File: src/rtl/cnt_pkg.sv
// ---------------------------------------------------------------------------
// cnt_pkg -- shared types for the multi-mode counter.
//   cnt_mode_e  : boundary behaviour selector (WRAP, SAT, ONESHOT; 2'b11 is
//                 reserved and treated as WRAP by the counter)
//   cnt_state_e : counter run state (RUN, DONE)
//   cnt_clamps  : helper telling whether a mode clamps at the crossed bound
// ---------------------------------------------------------------------------
package cnt_pkg;

    typedef enum logic [1:0] {
        CNT_WRAP    = 2'b00,
        CNT_SAT     = 2'b01,
        CNT_ONESHOT = 2'b10,
        CNT_RSVD    = 2'b11
    } cnt_mode_e;

    typedef enum logic {
        CNT_RUN  = 1'b0,
        CNT_DONE = 1'b1
    } cnt_state_e;

    // SAT and ONESHOT both stop at the bound that was crossed; WRAP and the
    // reserved encoding jump to the opposite bound instead.
    function automatic logic cnt_clamps(input cnt_mode_e mode);
        logic clamp;
        case (mode)
            CNT_SAT, CNT_ONESHOT: clamp = 1'b1;
            default:              clamp = 1'b0;
        endcase
        return clamp;
    endfunction

endpackage

File: src/rtl/cnt_next_calc.sv
// ---------------------------------------------------------------------------
// cnt_next_calc -- combinational next-value and boundary-event calculator.
//   cur       : current counter value
//   step      : unsigned step magnitude (0 means hold, never an event)
//   updown    : 1 = count up, 0 = count down
//   lo_bound  : inclusive lower limit
//   hi_bound  : inclusive upper limit
//   next_val  : cur +/- step truncated to WIDTH bits
//   bound_evt : carry/borrow, or result strictly outside the limits
// ---------------------------------------------------------------------------
module cnt_next_calc #(
    parameter int WIDTH = 8
) (
    input  logic [WIDTH-1:0] cur,
    input  logic [WIDTH-1:0] step,
    input  logic             updown,
    input  logic [WIDTH-1:0] lo_bound,
    input  logic [WIDTH-1:0] hi_bound,
    output logic [WIDTH-1:0] next_val,
    output logic             bound_evt
);

    logic [WIDTH:0] sum_s;
    logic [WIDTH:0] diff_s;

    // Extended-width add/subtract so carry and borrow are visible in the MSB.
    always_comb begin
        sum_s     = {1'b0, cur} + {1'b0, step};
        diff_s    = {1'b0, cur} - {1'b0, step};
        next_val  = cur;
        bound_evt = 1'b0;
        if (step == {WIDTH{1'b0}}) begin
            next_val  = cur;
            bound_evt = 1'b0;
        end else if (updown) begin
            next_val  = sum_s[WIDTH-1:0];
            bound_evt = sum_s[WIDTH] | (sum_s[WIDTH-1:0] > hi_bound);
        end else begin
            next_val  = diff_s[WIDTH-1:0];
            bound_evt = diff_s[WIDTH] | (diff_s[WIDTH-1:0] < lo_bound);
        end
    end

endmodule

File: src/rtl/cnt_multimode.sv
// ---------------------------------------------------------------------------
// cnt_multimode -- bounded up/down counter with WRAP / SAT / ONESHOT modes.
//   clk, rst_n          : clock, asynchronous active-low reset
//   en                  : count enable (one step per edge)
//   load, in_data       : load value (not checked against the bounds)
//   updown              : 1 = up, 0 = down
//   step                : unsigned step magnitude
//   lo_bound, hi_bound  : inclusive limits
//   mode                : boundary behaviour (cnt_mode_e encoding)
//   clr                 : synchronous clear to lo_bound
//   out_data            : registered counter value
//   tc                  : one-cycle pulse after each boundary event
//   ovf                 : sticky boundary-event flag (cleared by clr)
//   done                : high while a ONESHOT run has finished
//   cfg_err             : combinational, lo_bound > hi_bound
// ---------------------------------------------------------------------------
module cnt_multimode
    import cnt_pkg::*;
#(
    parameter int               WIDTH     = 8,
    parameter logic [WIDTH-1:0] RESET_VAL = {WIDTH{1'b0}}
) (
    input  logic             clk,
    input  logic             rst_n,
    input  logic             en,
    input  logic             load,
    input  logic             updown,
    input  logic [WIDTH-1:0] in_data,
    input  logic [WIDTH-1:0] step,
    input  logic [WIDTH-1:0] lo_bound,
    input  logic [WIDTH-1:0] hi_bound,
    input  logic [1:0]       mode,
    input  logic             clr,
    output logic [WIDTH-1:0] out_data,
    output logic             tc,
    output logic             ovf,
    output logic             done,
    output logic             cfg_err
);

    cnt_mode_e        mode_s;
    cnt_state_e       state_r;
    logic [WIDTH-1:0] cnt_r;
    logic             tc_r;
    logic             ovf_r;
    logic [WIDTH-1:0] next_s;
    logic             evt_s;
    logic [WIDTH-1:0] target_s;
    logic             count_ok_s;

    assign mode_s  = cnt_mode_e'(mode);
    assign cfg_err = (lo_bound > hi_bound);

    cnt_next_calc #(
        .WIDTH (WIDTH)
    ) u_next (
        .cur       (cnt_r),
        .step      (step),
        .updown    (updown),
        .lo_bound  (lo_bound),
        .hi_bound  (hi_bound),
        .next_val  (next_s),
        .bound_evt (evt_s)
    );

    // Value taken on a boundary event: clamp to the crossed bound or wrap.
    always_comb begin
        target_s = lo_bound;
        if (cnt_clamps(mode_s)) begin
            target_s = updown ? hi_bound : lo_bound;
        end else begin
            target_s = updown ? lo_bound : hi_bound;
        end
    end

    // Counting only happens in RUN with a consistent bound configuration.
    assign count_ok_s = en & (state_r == CNT_RUN) & ~cfg_err;

    // Counter state machine: clr > load > count > hold.
    always_ff @(posedge clk or negedge rst_n) begin
        if (!rst_n) begin
            cnt_r   <= RESET_VAL;
            tc_r    <= 1'b0;
            ovf_r   <= 1'b0;
            state_r <= CNT_RUN;
        end else if (clr) begin
            cnt_r   <= lo_bound;
            tc_r    <= 1'b0;
            ovf_r   <= 1'b0;
            state_r <= CNT_RUN;
        end else if (load) begin
            cnt_r   <= in_data;
            tc_r    <= 1'b0;
            state_r <= CNT_RUN;
        end else if (count_ok_s) begin
            if (evt_s) begin
                cnt_r <= target_s;
                tc_r  <= 1'b1;
                ovf_r <= 1'b1;
                if (mode_s == CNT_ONESHOT) begin
                    state_r <= CNT_DONE;
                end else begin
                    state_r <= state_r;
                end
            end else begin
                // step == 0 lands here with next_s equal to the held value.
                cnt_r <= next_s;
                tc_r  <= 1'b0;
            end
        end else begin
            tc_r <= 1'b0;
        end
    end

    assign out_data = cnt_r;
    assign tc       = tc_r;
    assign ovf      = ovf_r;
    assign done     = (state_r == CNT_DONE);

endmodule

File: config.mk
export PLATFORM = sky130hd
export DESIGN_NAME = cnt_multimode
export DESIGN_NICKNAME = d
export VERILOG_FILES = /design/src/rtl/cnt_pkg.sv /design/src/rtl/cnt_next_calc.sv /design/src/rtl/cnt_multimode.sv
export SDC_FILE = /design/constraint.sdc
export NUM_CORES = 1
export LEC_CHECK = 0
export CELL_PAD_IN_SITES_DETAIL_PLACEMENT = 1
export CELL_PAD_IN_SITES_GLOBAL_PLACEMENT = 2
export CORE_MARGIN = 3
export CORE_UTILIZATION = 29
export DETAILED_ROUTE_END_ITERATION = 10
export PLACE_DENSITY_LB_ADDON = 0.05
export SLEW_MARGIN = 40
export SYNTH_ARGS = -nofsm -noshare
export SYNTH_HDL_FRONTEND = slang
export SYNTH_HIERARCHICAL = 1
export SYNTH_SLANG_ARGS = --single-unit
File: constraint.sdc
create_clock -name clk -period 4.5 [get_ports clk]
set_input_delay 0.675 -clock clk [delete_from_list [all_inputs] [get_ports clk]]
set_output_delay 0.675 -clock clk [all_outputs]
set_load 0.01 [all_outputs]
# After elaboration in Yosys (flattened, before gate mapping)

Cells that the tools add are included.

Register bits after elaboration: 11
Input bits: 40
Output and inout bits: 12

Add/sub/neg operators: 2
$lt $le $gt $ge: 3
Eq/ne operators: 4
Multiplexer cells: 25
Bitwise logic cells: 6
Reduce and logical (&&, ||, !) cells: 10

Operators by type and width:

| kind                                                | count |
|---|---|
| two-way mux 8 bit                                   | 9 |
| > comparator 8 bit                                  | 2 |
| two-way mux 1 bit                                   | 16 |
| adder 8 x 8 -> 9 bit                                | 1 |
| nonzero test 3 bit                                  | 3 |
| subtractor 8 x 8 -> 9 bit                           | 1 |
| zero test 8 bit                                     | 1 |
| < comparator 8 bit                                  | 1 |
| AND reduction 3 bit                                 | 2 |
| != test 4 bit, second input constant                | 1 |
| nonzero test 2 bit                                  | 2 |
| AND 1 bit                                           | 2 |
| equality test 2 x 1 -> 1 bit, second input constant | 1 |
| equality test 2 bit, second input constant          | 1 |
| != test 2 x 1 -> 1 bit, second input constant       | 1 |
| NOT 1 bit                                           | 2 |
| bitwise OR 1 bit                                    | 2 |
| AND reduction 2 bit                                 | 1 |
| OR reduction 2 bit                                  | 1 |

# Logic depth before layout (Yosys ltp)

Word-level depth: 9
Depth in mapped cells: 20
Depth with buffers taken out: 17

# Hierarchy

Netlist, hierarchy kept.

By module, submodules not included:

| module        | instances | cells each | area each (um2) | seq. area each (um2) |
|---|---|---|---|---|
| cnt_next_calc | 1         | 185        | 1317.5          | 0.0 |
| cnt_multimode | 1         | 135        | 1069.8          | 275.3 |

# Least setup slack after synthesis

No wires, ideal clock.

Kind: input to register
Start point: in step[0]
End point: reg cnt_r[6], in the netlist out_data[6]
Arrival time: 3910 ps
Data required time: 4406 ps
Setup slack: 496 ps
Stages: 18
Cell sequence: ha_1 fa_1 nor2b_1 or3_1 a221o_1 xnor2_2 ha_1 nand2_1 o21ai_0 o21ai_0 o2111ai_1 and3_1 clkbuf_1 clkbuf_1 nor2_1 a31oi_1 nor2_1 a221oi_2

Longest elaborated chain between the ends: 9
Elaborated cells on any way between the ends: 17
Those cells by class: 2 x add/sub; 2 x order compare; 1 x eq/ne; 8 x mux; 2 x bitwise; 2 x reduce/logical

RTL lines:

| what                                                                     | line                                     | RTL |
|---|---|---|
| from (decl)                                                              | cnt_multimode.sv:29                      | `input logic [WIDTH-1:0] step,` |
| subtractor 8 x 8 -> 9 bit / adder 8 x 8 -> 9 bit (equally long branches) | cnt_next_calc.sv:29, cnt_next_calc.sv:28 |  |
| < comparator 8 bit / > comparator 8 bit (equally long branches)          | cnt_next_calc.sv:40, cnt_next_calc.sv:37 |  |
| bitwise OR 1 bit (on tied branches)                                      | cnt_next_calc.sv:40, cnt_next_calc.sv:37 |  |
| two-way mux 1 bit                                                        | cnt_next_calc.sv:35                      | `end else if (updown) begin` |
| two-way mux 1 bit (*)                                                    | cnt_next_calc.sv:32                      | `if (step == {WIDTH{1'b0}}) begin` |
| named net evt_s                                                          | cnt_multimode.sv:47                      | `logic evt_s;` |
| two-way mux 8 bit                                                        | cnt_multimode.sv:96                      | `if (evt_s) begin` |
| two-way mux 8 bit                                                        | cnt_multimode.sv:95                      | `end else if (count_ok_s) begin` |
| two-way mux 8 bit                                                        | cnt_multimode.sv:91                      | `end else if (load) begin` |
| two-way mux 8 bit                                                        | cnt_multimode.sv:86                      | `end else if (clr) begin` |
| to (signal assigned)                                                     | cnt_multimode.sv:87                      | `cnt_r <= lo_bound;` |
| to (signal assigned)                                                     | cnt_multimode.sv:92                      | `cnt_r <= in_data;` |
| to (signal assigned)                                                     | cnt_multimode.sv:97                      | `cnt_r <= target_s;` |
| to (decl)                                                                | cnt_multimode.sv:43                      | `logic [WIDTH-1:0] cnt_r;` |

The timed path passes the listed nets; every way through them passes the cells marked *. The select of a mux whose other input is x is not followed.
A chain may end at the register's enable or synchronous reset.

# Worst setup path after layout

Start point: in step[0]
End point: reg cnt_r[5], in the netlist out_data[5]

The elaborated chain is that of the path after synthesis.

==> flow_metrics.tcl <==
set metrics [dict create \
    status "finished, final reports clean" \
    hp-class "reg -> reg" \
    initialDrtViolationCount 51 \
    dp_hpwl_mm 6.76 \
    timing.setup.tns_ns 0 \
    mappedNetlistArea_um2 2390 \
    gr-max-usage-layer "met2" \
    setup_repair_after_global_routing_missed_its_margin "no" \
    tritoncts.num_buffers 3 \
    ys_seq_elements 11 \
    fp-row-count 32 \
    die_x_um 96.7 \
    dp.cells 468 \
    cp.arrival_ns 4.39 \
    drt_pass1_iterations 4 \
    grt_total_ovfl 0 \
    routed-via-count 2365 \
    crit_type "in -> reg" \
    groute.layer.met3.usage_pct 1.59 \
    hold-path-endpoint "tc" \
    crit-reg2reg-launch "out_data[0]" \
    synth.yosys.seq_area_share_pct 11.5 \
    syn_avg_cell_area_um2 7.46 \
    post_cts_buffers 0 \
    layout.nets 453 \
    yosys.area.top_type "sky130_fd_sc_hd__ha_1" \
    crit_path_end_kind "register" \
    die_area_um2 9360 \
    htree_levels 1 \
    timing.reg2reg.worst_path_depth 16 \
    fmaxAchievable_mhz 236 \
    syn_to_final_growth_pct 29.6 \
    layout.cells.non_filler 472 \
    ir_worst_vdd_v 0.0000849 \
    synthCells 320 \
    final_count_of_negative_setup_slack_endpoints 0 \
    postSynth.topFlopCell "sky130_fd_sc_hd__dfrtp_1" \
    period_minus_slack_ns 4.24 \
    post-route-period-util_pct 94.3 \
    synth-edff-count 0 \
    fraction_of_synthesized_cell_area_taken_by_the_top_area_cell_type_pct 21.0 \
    detailed_place.area_um2 3020 \
    post_cts_hold_buffer_count 0 \
    met1_usage_pct 23.8 \
    layout.area.seq_um2 275 \
    count_of_pins_over_their_slew_limit 0 \
    postSynthNetCount 402 \
    drt-total-wl_mm 8.13 \
    synth.most_common_cell "sky130_fd_sc_hd__inv_1" \
    drive_above_1_share_pct 8.92 \
    ctsLongestPathBuffers 2 \
    critical_path_peak_fanout 18 \
    yosysWarningCount 6 \
    cts_sinks 11 \
    io_buffers 51 \
    p_leak_nw 1.47 \
    post_synth_most_frequent_cells "50 x sky130_fd_sc_hd__inv_1, 42 x sky130_fd_sc_hd__nor2_1, 40 x sky130_fd_sc_hd__ha_1" \
    worst_reg2reg_path_endpoint "out_data[5]" \
    final.fill_count 966 \
    timing_worst_slew_pin_value_ns 0.736 \
    antenna_violating_nets_left 0 \
    regToRegSetupSlack_ns 0.67 \
    core_area_um2 7850 \
    min-delay-start "done" \
    area_of_combinational_cells_with_multiple_inputs_um2 1900 \
    grt_util_met2_pct 30.6 \
    critical_path_required_ns 4.65 \
    grt_max_degree 19 \
    cts.reportedPaths.clkPinSlew_ns 0.05 \
    finalInstanceArea_um2 3090 \
    report.final.hold_viol_count 0 \
    cap_violations 0 \
    fin_skew_ns 0.00240 \
    power_density_nw_per_um2 294 \
    synthTopCellsByArea "sky130_fd_sc_hd__ha_1 21%, sky130_fd_sc_hd__dfrtp_1 12%, sky130_fd_sc_hd__inv_1 7.9%" \
    cts.root.buffer_cell "sky130_fd_sc_hd__clkbuf_8" \
    die_y_um 96.7 \
    route.detailed.vias_per_inst 5.01 \
    gr-usage-all-layers_pct 17.4 \
    synthArstFlopShare_pct 100 \
    cts_tree "done" \
    grt_pass1_wl_mm 13.4 \
    antenna_cells 0 \
    initial_core_util_pct 30.4 \
    maxSlewHeadroom_pct 50.8 \
    drc 0 \
    number_of_global_route_vias_before_repair 2548 \
    worstSkewPairLatency_ns 0.24 \
    post_synth_num_cell_types 50 \
    hold_path_depth 1 \
    grt_antenna_before_repair 0 \
    ios 52 \
    wl_per_cell_um 17.2 \
    gpl.final_weighted_congestion 0.809 \
    timing.critical_path.from_type "input pin" \
]
[how the worst max path moves through the flow]
stage	slack [ns]	cells past startpoint	from	to
finish	0.26	17	step[0]	out_data[5]
global route	0.005	19	step[0]	out_data[5]
CTS	0.12	19	step[0]	out_data[5]
detailed placement	-0.11	19	step[0]	out_data[3]
global placement	-0.05	19	step[0]	out_data[5]
floorplan	0.50	18	step[0]	out_data[6]
[kinds of logic (layout without fill, tap and decap cells)]
logic type	after synthesis	after routing	share of synthesized area (%)
AOI/OAI and AO/OA	86	86	27.5
xor gates and xnor gates	17	17	6.55
adders and majority gates	42	42	22.6
buffers and inverters	60	110	10.1
DFF	11	11	11.5
muxes	4	4	1.99
and+or+nand+nor	100	100	19.7
[timing repair]
item	4_1_cts	5_1_grt
gates resized for setup	0	8
hold endpoints to repair	0	0
setup endpoints to repair	0	8
[area by class of cell]
| type | instances | share of cell area, % |
|---|---|---|
| Tap cell | 102 | 4.12 |
| Multi-Input combinational cell | 249 | 61.3 |
| Sequential cell | 11 | 8.90 |
| Timing Repair Buffer | 56 | 18.2 |
| Clock buffer | 4 | 1.46 |
| Inverter | 50 | 6.07 |
[where the power goes]
part / internal, mW / switching (mW)
logic: 0.309 / 0.365
clock network: 0.0624 / 0.0390
registers: 0.112 / 0.0233
total: 0.483 / 0.427
[per-stage QoR]
step / utilization [%] / power (mW) / setup WS [ns] / hold WS [ns]
floorplan: - / 0.571 / 0.496 / 0.379
global placement: 38.5 / 0.786 / -0.0500 / 0.538
detailed placement: 38.5 / 0.796 / -0.107 / 0.535
CTS: 39.1 / 0.905 / 0.124 / 0.544
global route: 39.4 / 1.00 / 0.00473 / 0.577
finish: 39.4 / 0.910 / 0.258 / 0.536
[placed cells by master, fill, tap and decap left out, drive strengths merged, types with 2 or more instances in the layout]
master / Yosys / final
a21oi: 21 / 21
o211ai: 5 / 5
buf: 6 / 5
a22o: 8 / 8
nand2: 27 / 27
nor3: 4 / 4
and3: 3 / 3
ha: 40 / 40
xor2: 8 / 8
o2111ai: 3 / 3
fa: 2 / 2
o21ai: 13 / 13
inv: 50 / 50
a21o: 4 / 4
nand2b: 6 / 6
a31oi: 10 / 10
mux2: 3 / 3
xnor2: 9 / 9
nand4: 4 / 4
a221oi: 9 / 9
nor2: 44 / 44
or3: 2 / 2
clkbuf: 4 / 4
nor2b: 4 / 4
nor4: 3 / 3
a211oi: 5 / 5
dfrtp: 11 / 11
clkdlybuf4s50: 0 / 50
[state kept, by name, summed over array words and instances, names as in the netlist]
| name | count |
|---|---|
| tc | 1 |
| ovf | 1 |
| out_data | 8 |
| done | 1 |
[worst max-delay path, stage by stage]
cell                              delay, ns
sky130_fd_sc_hd__clkdlybuf4s50_1       0.43
sky130_fd_sc_hd__ha_1                  0.23
sky130_fd_sc_hd__fa_1                  0.37
sky130_fd_sc_hd__nor2b_1               0.15
sky130_fd_sc_hd__or3_1                 0.35
sky130_fd_sc_hd__a221o_1               0.39
sky130_fd_sc_hd__xnor2_2               0.17
sky130_fd_sc_hd__ha_1                  0.31
sky130_fd_sc_hd__nand4_1               0.12
sky130_fd_sc_hd__nand3b_1              0.18
sky130_fd_sc_hd__o2111ai_1             0.11
sky130_fd_sc_hd__and3_1                0.23
sky130_fd_sc_hd__buf_12                0.16
sky130_fd_sc_hd__nor2_1                0.07
sky130_fd_sc_hd__a31oi_1               0.16
sky130_fd_sc_hd__nor2_1                0.07
sky130_fd_sc_hd__a221oi_2              0.20
[metal layers]
layer / vias up / wire length (um)
met2: 39 / 3920
met5: - / 0
met1: 1100 / 3960
met3: 2 / 238
li1: 1224 / -
met4: 0 / 14
(Power assumes the default switching activity.)
